<file path="src/rtl/axi_lite_led_bram_responder.sv">
// AXI4-Lite responder: LED register, ID register and scratch RAM.
// Independent write/read FSMs, one write and one read outstanding.
module axi_lite_led_bram_responder #(
  parameter int          ADDR_W        = 16,
  parameter int          SCRATCH_WORDS = 16,
  parameter logic [31:0] ID_VALUE      = 32'h4D50_5301,
  parameter logic [7:0]  LED_RESET     = 8'h00
) (
  input  logic              ACLK,
  input  logic              ARESETn,
  input  logic [ADDR_W-1:0] S_AXI_AWADDR,
  input  logic              S_AXI_AWVALID,
  output logic              S_AXI_AWREADY,
  input  logic [31:0]       S_AXI_WDATA,
  input  logic [3:0]        S_AXI_WSTRB,
  input  logic              S_AXI_WVALID,
  output logic              S_AXI_WREADY,
  output logic [1:0]        S_AXI_BRESP,
  output logic              S_AXI_BVALID,
  input  logic              S_AXI_BREADY,
  input  logic [ADDR_W-1:0] S_AXI_ARADDR,
  input  logic              S_AXI_ARVALID,
  output logic              S_AXI_ARREADY,
  output logic [31:0]       S_AXI_RDATA,
  output logic [1:0]        S_AXI_RRESP,
  output logic              S_AXI_RVALID,
  input  logic              S_AXI_RREADY,
  output logic [7:0]        app_leds
);

  localparam int AW = ADDR_W - 2;
  localparam int SA = $clog2(SCRATCH_WORDS);
  localparam logic [AW-1:0] SCR_W = AW'(32'h400);

  localparam logic [1:0] OKAY   = 2'b00;
  localparam logic [1:0] SLVERR = 2'b10;
  localparam logic [1:0] DECERR = 2'b11;

  typedef enum logic [2:0] {
    A_LED, A_TGL, A_ID, A_SCR, A_BAD
  } area_t;

  typedef enum logic { W_IDLE, W_RESP } w_state_t;
  typedef enum logic { R_IDLE, R_DATA } r_state_t;

  function automatic area_t decode(
    input logic [AW-1:0] wa
  );
    area_t r;
    r = A_BAD;
    unique case (1'b1)
      (wa == AW'(0)): r = A_LED;
      (wa == AW'(1)): r = A_TGL;
      (wa == AW'(2)): r = A_ID;
      (wa[AW-1:SA] == SCR_W[AW-1:SA]):
        r = A_SCR;
      default: r = A_BAD;
    endcase
    return r;
  endfunction

  w_state_t w_q, w_d;
  r_state_t r_q, r_d;

  logic          up_q;
  logic          aw_held_q, w_held_q;
  logic [AW-1:0] aw_wa_q;
  logic [31:0]   wdata_q;
  logic [3:0]    wstrb_q;
  logic [1:0]    bresp_q;
  logic [31:0]   rdata_q;
  logic [1:0]    rresp_q;
  logic [7:0]    led_q;
  logic [31:0]   mem [SCRATCH_WORDS];

  logic        aw_hs, w_hs, ar_hs, commit;
  area_t       wr_area, rd_area;
  logic [1:0]  wr_resp, rd_resp;
  logic [31:0] rd_data;

  logic unused_lsb;
  assign unused_lsb = ^{S_AXI_AWADDR[1:0],
                        S_AXI_ARADDR[1:0]};

  assign S_AXI_AWREADY = up_q && (w_q == W_IDLE)
                         && !aw_held_q;
  assign S_AXI_WREADY  = up_q && (w_q == W_IDLE)
                         && !w_held_q;
  assign S_AXI_ARREADY = up_q && (r_q == R_IDLE);
  assign S_AXI_BVALID  = (w_q == W_RESP);
  assign S_AXI_RVALID  = (r_q == R_DATA);
  assign S_AXI_BRESP   = bresp_q;
  assign S_AXI_RDATA   = rdata_q;
  assign S_AXI_RRESP   = rresp_q;
  assign app_leds      = led_q;

  assign aw_hs  = S_AXI_AWVALID && S_AXI_AWREADY;
  assign w_hs   = S_AXI_WVALID && S_AXI_WREADY;
  assign ar_hs  = S_AXI_ARVALID && S_AXI_ARREADY;
  assign commit = (w_q == W_IDLE)
                  && aw_held_q && w_held_q;

  assign wr_area = decode(aw_wa_q);
  assign rd_area = decode(S_AXI_ARADDR[ADDR_W-1:2]);

  always_comb begin
    wr_resp = OKAY;
    unique case (wr_area)
      A_ID:    wr_resp = SLVERR;
      A_BAD:   wr_resp = DECERR;
      default: wr_resp = OKAY;
    endcase
  end

  always_comb begin
    rd_data = '0;
    rd_resp = OKAY;
    unique case (rd_area)
      A_LED:   rd_data = {24'h0, led_q};
      A_TGL:   rd_data = '0;
      A_ID:    rd_data = ID_VALUE;
      A_SCR:   rd_data = mem[S_AXI_ARADDR[SA+1:2]];
      default: rd_resp = DECERR;
    endcase
  end

  always_comb begin
    w_d = w_q;
    unique case (w_q)
      W_IDLE: if (commit) w_d = W_RESP;
      W_RESP: if (S_AXI_BREADY) w_d = W_IDLE;
      default: w_d = W_IDLE;
    endcase
  end

  always_comb begin
    r_d = r_q;
    unique case (r_q)
      R_IDLE: if (ar_hs) r_d = R_DATA;
      R_DATA: if (S_AXI_RREADY) r_d = R_IDLE;
      default: r_d = R_IDLE;
    endcase
  end

  always_ff @(posedge ACLK or negedge ARESETn) begin
    if (!ARESETn) begin
      w_q <= W_IDLE;
      r_q <= R_IDLE;
    end else begin
      w_q <= w_d;
      r_q <= r_d;
    end
  end

  always_ff @(posedge ACLK or negedge ARESETn) begin
    if (!ARESETn) begin
      up_q      <= 1'b0;
      aw_held_q <= 1'b0;
      w_held_q  <= 1'b0;
      aw_wa_q   <= '0;
      wdata_q   <= '0;
      wstrb_q   <= '0;
      bresp_q   <= OKAY;
      rdata_q   <= '0;
      rresp_q   <= OKAY;
      led_q     <= LED_RESET;
    end else begin
      up_q <= 1'b1;
      if (aw_hs) begin
        aw_held_q <= 1'b1;
        aw_wa_q   <= S_AXI_AWADDR[ADDR_W-1:2];
      end
      if (w_hs) begin
        w_held_q <= 1'b1;
        wdata_q  <= S_AXI_WDATA;
        wstrb_q  <= S_AXI_WSTRB;
      end
      if (commit) begin
        aw_held_q <= 1'b0;
        w_held_q  <= 1'b0;
        bresp_q   <= wr_resp;
        if (wstrb_q[0]) begin
          if (wr_area == A_LED)
            led_q <= wdata_q[7:0];
          else if (wr_area == A_TGL)
            led_q <= led_q ^ wdata_q[7:0];
        end
      end
      if (ar_hs) begin
        rdata_q <= rd_data;
        rresp_q <= rd_resp;
      end
    end
  end

  // RAM is deliberately not reset; commit is already gated by reset.
  always_ff @(posedge ACLK) begin
    if (commit && wr_area == A_SCR) begin
      for (int b = 0; b < 4; b++) begin
        if (wstrb_q[b])
          mem[aw_wa_q[SA-1:0]][8*b +: 8]
            <= wdata_q[8*b +: 8];
      end
    end
  end

endmodule

</file>
<file path="config.mk">
export PLATFORM = sky130hd
export DESIGN_NAME = axi_lite_led_bram_responder
export DESIGN_NICKNAME = d
export VERILOG_FILES = /design/src/rtl/axi_lite_led_bram_responder.sv
export SDC_FILE = /design/constraint.sdc
export NUM_CORES = 1
export LEC_CHECK = 0
export CAP_MARGIN = 20
export CORE_ASPECT_RATIO = 0.75
export CORE_MARGIN = 2
export CORE_UTILIZATION = 63
export DETAILED_ROUTE_END_ITERATION = 8
export DONT_BUFFER_PORTS = 1
export PLACE_DENSITY = 0.79
export SLEW_MARGIN = 25
export SYNTH_ARGS = -nofsm -noshare
export SYNTH_HDL_FRONTEND = slang
export SYNTH_SLANG_ARGS = --single-unit
</file>
<file path="constraint.sdc">
create_clock -name ACLK -period 2.8 [get_ports ACLK]
set_input_delay 0.42 -clock ACLK [delete_from_list [all_inputs] [get_ports ACLK]]
set_output_delay 0.42 -clock ACLK [all_outputs]
set_load 0.005 [all_outputs]
</file>
==> results.json, run 1 <==
{
  "synth-simple-area-share_pct": 4.033,
  "setup_viol": 0,
  "ctsHtreeMaxLevel": 2,
  "viasPerCell": 6.598,
  "slew_headroom_pct": 45.64,
  "synth_nets": 1286,
  "async_flop_share_pct": 16.07,
  "p_per_area_nw_per_um2": 802.0,
  "finalHoldViolations": 0,
  "fp.coreArea_um2": 37170,
  "io_pins": 124,
  "fin_crit_ps": 2447,
  "finClkSkew_ps": 12.85,
  "cts_resized": 0,
  "cp.arrival_ps": 2730,
  "end_kind": "flop",
  "crit_type": "flop to flop",
  "cp_common_cell": "buf_4",
  "wl_per_cell_um": 28.72,
  "synth_top_family_by_area": "multiplexers",
  "cts.clk_slew.worst_paths_ps": 60,
  "synth_mux_area_share_pct": 16.68,
  "yosysUniqueCellTypes": 49,
  "cpPeakStageDelay_ps": 570,
  "row_count": 61,
  "cts-hold-fix-buffers": 54,
  "diodes": 0,
  "gp_routability_congestion": 0.7716,
  "synth_adder_area_share_pct": 0,
  "dieArea_um2": 39460,
  "ant_nets": 0,
  "layout-drive-gt1-share_pct": 25.11,
  "start_util_pct": 64.19,
  "synth_seq_area_share_pct": 74.72,
  "via_count": 12418,
  "die_h_um": 172.5,
  "synth-seq-cells": 610,
  "synth_xor_area_share_pct": 0,
  "syn_inst": 1211,
  "critPathLaunchType": "flop",
  "worst_slack_ps": 353.1,
  "fmax_ghz": 0.4087,
  "area_delta_synth_final_pct": 13.26,
  "worstMarginPinSlew_ps": 815.4,
  "nNetsFinal": 1408,
  "cts_root_buffer": "clkbuf_16",
  "r2r_cells": 6,
  "post_cts_buffers": 0,
  "status": "completed",
  "cts_tree": "done",
  "crit_path_top_delay_cell": "or4_4",
  "placedCellCount": 1727,
  "cts_buffers": 54,
  "grt_pass1_wl_um": 81020,
  "syn_area_per_cell_um2": 19.70,
  "drt_wl_total_um": 54050,
  "cp.required_ps": 3080,
  "synth_compound_area_share_pct": 2.832,
  "cp_max_fo": 16,
  "tns_ps": 0,
  "fin_crit_sh_pct": 87.39,
  "clock_path_buffers": 3,
  "ys_warn_count": 0,
  "die_w_um": 228.7,
  "first_iter_violations": 1880,
  "grt_start_max_net_pins": 133,
  "vdd_ir_drop_max_mv": 0.7022,
  "final_cells": 1882,
  "grt_pass1_vias": 12741,
  "final_common_cell": "edfxtp_1",
  "pre_cts_ws_ps": 364.9,
  "maxSlewViolCount": 0,
  "crit_chain": "or4_4 -> nor4_4 -> nand3_1 -> buf_4 -> nor2_1 -> buf_4",
  "drc": 0,
  "min_path_type": "input port to flop",
  "rsz0062_at_grt": "false",
  "dr.pass1.iters": 6,
  "antenna_found_initial": 0,
  "synth_ff_type": "edfxtp_1",
  "hold_path_depth": 3,
  "nFillCells": 2103,
  "synth_edf_count": 512,
  "clk_latency_ps": 590,
  "post-dp-hpwl_um": 31390,
  "grt_overflow": 0,
  "p_leak_nw": 9.251,
  "synthesis.area_um2": 23860,
  "io_buffers": 0,
  "final_cell_mix": "edfxtp_1, mux4_2, dfrtp_1",
  "drv_cap": 0,
  "cts.sinks": 610,
  "grt.total_usage_pct": 27.94
}
[metrics by stage]
stage / utilization (%) / total power [W] / cell area (um^2) / hold slack, ps
after detailed placement: 66.61 / 0.01447 / 24760 / 129.5
after floorplan: - / 0.01354 / 23860 / 124.4
after global placement: 66.61 / 0.01426 / 24760 / 129.6
after global routing: 72.70 / 0.02232 / 27020 / 117.2
final: 72.70 / 0.02167 / 27020 / 89.46
after CTS: 72.70 / 0.02164 / 27020 / 79.32
[power breakdown]
group / switching (W) / leakage [nW] / internal [W]
Clock: 0.00315 / 0.837 / 0.00406
Sequential: 0.00154 / 5.84 / 0.0114
Combinational: 0.000740 / 2.58 / 0.000753
Total: 0.00544 / 9.25 / 0.0162
[synth_stat cells (3+ instances only)]
cell type	n	area share, %
o21ai_0	13	0.27
mux4_2	125	12
and2_1	10	0.26
buf_6	4	0.19
a2111oi_1	8	0.34
nand2b_1	3	0.079
clkbuf_1	30	0.47
buf_4	10	0.31
nor2b_1	7	0.18
a211o_1	20	0.73
nor3_1	38	0.80
a211oi_1	10	0.31
edfxtp_1	512	64
o31ai_1	9	0.28
a21oi_1	12	0.25
nand3_1	18	0.38
nand2_1	25	0.39
nand4_1	3	0.079
mux2_2	53	2.5
buf_2	24	0.50
inv_1	3	0.047
mux2i_1	54	2.3
a31oi_1	8	0.21
o21a_1	3	0.094
dfrtp_1	98	10
nor2_1	83	1.3
[cell families after synthesis]
logic type / after synthesis
flip-flops: 610
multiplexers: 233
AND/OR/NAND/NOR: 201
AO/OA/AOI/OAI: 90
buffers and inverters: 76
other: 1
[worst max-delay path: cells and delay by family (launching register included)]
kind | cells | cell delay (ps)
buffers and inverters | 2 | 460
DFF | 1 | 370
and+or+nand+nor | 4 | 1310
[sequential cells by signal, summed over array words and instances, names as in the netlist, 2 cells and up]
signal,count
S_AXI_BRESP,2
S_AXI_RDATA,32
app_leds,8
aw_wa_q,14
mem,512
wdata_q,32
wstrb_q,4
[per-layer routing]
layer  global-route usage (%)  vias to the layer above  part of all wire [%]
li1                         -                     5138                     -
met1                    40.07                     6401                    38
met5                        0                        -                     0
met4                    8.170                        0                   2.8
met2                    44.14                      760                    48
met3                    6.332                      119                    11
[layout make-up]
cell class,instances,area (um^2),share of cell area [%]
Timing Repair Buffer,137,1219,4.510
Clock buffer,82,1538,5.691
Sequential cell,610,17830,65.98
Multi-Input combinational cell,525,5622,20.80
Tap cell,504,630.6,2.334
Inverter,5,18.77,0.06946
Clock inverter,19,166.4,0.6159
[final timing paths]
kind,endpoint,slack (ps),start
setup / recovery,mem[10][30],350,aw_wa_q[5]
hold / removal,S_AXI_RRESP[0],90,S_AXI_ARADDR[12]
setup reg to reg,mem[10][30],350,aw_wa_q[5]
hold reg to reg,aw_wa_q[11],500,aw_wa_q[11]
max in group asynchronous,wdata_q[20],1860,ARESETn
min in group asynchronous,S_AXI_RDATA[3],480,ARESETn
Power figures use the tool's default switching activity.
==> run 2: changes to the inputs <==
--- a/config.mk
+++ b/config.mk
@@ -7,7 +7,7 @@
 export LEC_CHECK = 0
 export CAP_MARGIN = 20
 export CORE_ASPECT_RATIO = 0.75
-export CORE_MARGIN = 2
+export CORE_MARGIN = 5
 export CORE_UTILIZATION = 63
 export DETAILED_ROUTE_END_ITERATION = 8
 export DONT_BUFFER_PORTS = 1
==> run 2 against run 1 <==
  * Global-route usage decreased by 1.4 points
  * Design area increased by 0.39%
  * Sequential cell count unchanged
  * Clock skew increased by 13 ps
  * Worst hold slack got worse by 28 ps
  * Combinational power increased by 5%
  * Sequential share of layout area decreased by 0.26 points
  * Wire length increased by 1.8%
==> results.json, run 2 (same netlist as run 1, synthesis figures left out) <==
{
  "seqPwrFrac_pct": 58.5,
  "largest_register_ffs": 512,
  "rsz0062_at_grt": "false",
  "die_w_um": 234.7,
  "diodes": 0,
  "tns_ps": 0,
  "post-dp-hpwl_um": 32060,
  "start_util_pct": 64.06,
  "layout-drive-gt1-share_pct": 25.78,
  "dieArea_um2": 41900,
  "grt_start_max_net_pins": 133,
  "cts.clk_slew.worst_paths_ps": 70,
  "crit_chain": "or4_4 -> nor4_4 -> nand3_1 -> buf_4 -> nor2_1 -> buf_4",
  "grt_pass1_wl_um": 82590,
  "end_kind": "flop",
  "drt_wl_total_um": 55040,
  "finalHoldViolations": 0,
  "cts-hold-fix-buffers": 54,
  "area_delta_synth_final_pct": 13.70,
  "pwr-share-comb_pct": 7.0,
  "sw_frac_of_total_pct": 25.13,
  "fmax_ghz": 0.3959,
  "worstMarginPinSlew_ps": 854.0,
  "gp_routability_congestion": 0.7900,
  "nNetsFinal": 1408,
  "first_iter_violations": 1673,
  "power_switching_w": 0.005570,
  "clk_latency_ps": 600,
  "fin_crit_ps": 2526,
  "drv_cap": 0,
  "cpPeakStageDelay_ps": 560,
  "antenna_found_initial": 0,
  "pwr-share-clk_pct": 34.5,
  "grt.total_usage_pct": 26.57,
  "cts_tree": "done",
  "io_buffers": 0,
  "cp.arrival_ps": 2800,
  "post_cts_buffers": 0,
  "cts.sinks": 610,
  "row_count": 61,
  "r2r_start": "aw_wa_q[5]",
  "crit_family": "simple AND/OR/NAND/NOR gates",
  "setup_viol": 0,
  "final_cell_mix": "edfxtp_1, mux4_2, dfrtp_1",
  "ctsHtreeMaxLevel": 2,
  "cts_buffers": 54,
  "finClkSkew_ps": 26.28,
  "critPathLaunchType": "flop",
  "maxSlewViolCount": 0,
  "grt_pass1_vias": 12979,
  "p_per_area_nw_per_um2": 817.0,
  "dr.pass1.iters": 5,
  "vdd_ir_drop_max_mv": 0.7611,
  "wl_per_cell_um": 29.26,
  "min_from": "S_AXI_ARVALID",
  "io_pins": 124,
  "p_int_w": 0.01659,
  "cts_resized": 0,
  "cp_max_fo": 16,
  "fin_crit_sh_pct": 90.21,
  "whs_ps": 61.93,
  "ant_nets": 0,
  "cp_common_cell": "buf_4",
  "clock_path_buffers": 3,
  "crit_start": "aw_wa_q[5]",
  "cts_root_buffer": "clkbuf_16",
  "nFillCells": 2136,
  "cp.required_ps": 3070,
  "crit_path_top_delay_cell": "or4_4",
  "final_common_cell": "edfxtp_1",
  "status": "completed",
  "grt_overflow": 0,
  "cp_num_buf_inv": 2,
  "via_count": 12420,
  "drc": 0,
  "slew_headroom_pct": 43.07,
  "p_leak_nw": 9.300,
  "fp.coreArea_um2": 37250,
  "min_path_type": "input port to flop",
  "viasPerCell": 6.603,
  "crit_type": "flop to flop",
  "die_h_um": 178.5
}
run 2: cell types whose count changed in the layout (fill, tap and decap cells not counted), sizes merged:
cell      previous run  this run
clkinv              15        12
inv                  6         7
bufinv               3         6
clkinvlp             0         2
clkbuf              82        78
run 2: per-stage QoR:
step	power (W)	utilization [%]	setup WS [ps]	std cells	cell area, um^2
3_3_place_gp	0.01431	66.44	355.9	1727	24750
5_1_grt	0.02286	72.83	179.3	1881	27130
2_1_floorplan	0.01354	-	394.4	1211	23860
6_report	0.02216	72.83	274.2	1881	27130
4_1_cts	0.02216	72.83	299.2	1881	27130
3_5_place_dp	0.01452	66.44	322.4	1727	24750
run 2: path summary, 6_finish.rpt:
| kind | end | slack, ps | depth (start not counted) |
|---|---|---|---|
| max | mem[15][30] | 270 | 6 |
| min | S_AXI_RVALID | 60 | 2 |
| max reg2reg | mem[15][30] | 270 | 6 |
| min reg2reg | aw_wa_q[8] | 510 | 1 |
| max in group asynchronous | S_AXI_RDATA[30] | 1850 | 2 |
| min in group asynchronous | aw_wa_q[6] | 440 | 2 |
run 2: cell type report:
cell class                      instances  area (um^2)  share of cell area [%]
Inverter                                5        18.77                 0.06918
Sequential cell                       610        17830                   65.72
Tap cell                              504        630.6                   2.325
Clock inverter                         22        270.3                  0.9963
Multi-Input combinational cell        525         5622                   20.72
Timing Repair Buffer                  137         1206                   4.446
Clock buffer                           78         1553                   5.724
run 2: worst register-to-register path: cells and delay by family, from the launching register on:
kind,cells,cell delay (ps)
and+or+nand+nor,4,1370
buffers and inverters,2,460
DFF,1,380
run 2: layer usage:
metal	wire, um	track usage, %
met1	20710	37.65
met2	26910	43.00
met3	5574	5.425
met4	1853	8.268
met5	0	0
run 2: power by group through the flow:
stage / clock (W) / sequential (W) / combinational (W)
2_1_floorplan: 0 / 0.0123 / 0.00120
3_3_place_gp: 0 / 0.0130 / 0.00135
3_5_place_dp: 0 / 0.0131 / 0.00140
4_1_cts: 0.00771 / 0.0129 / 0.00153
5_1_grt: 0.00811 / 0.0131 / 0.00167
6_report: 0.00764 / 0.0130 / 0.00156
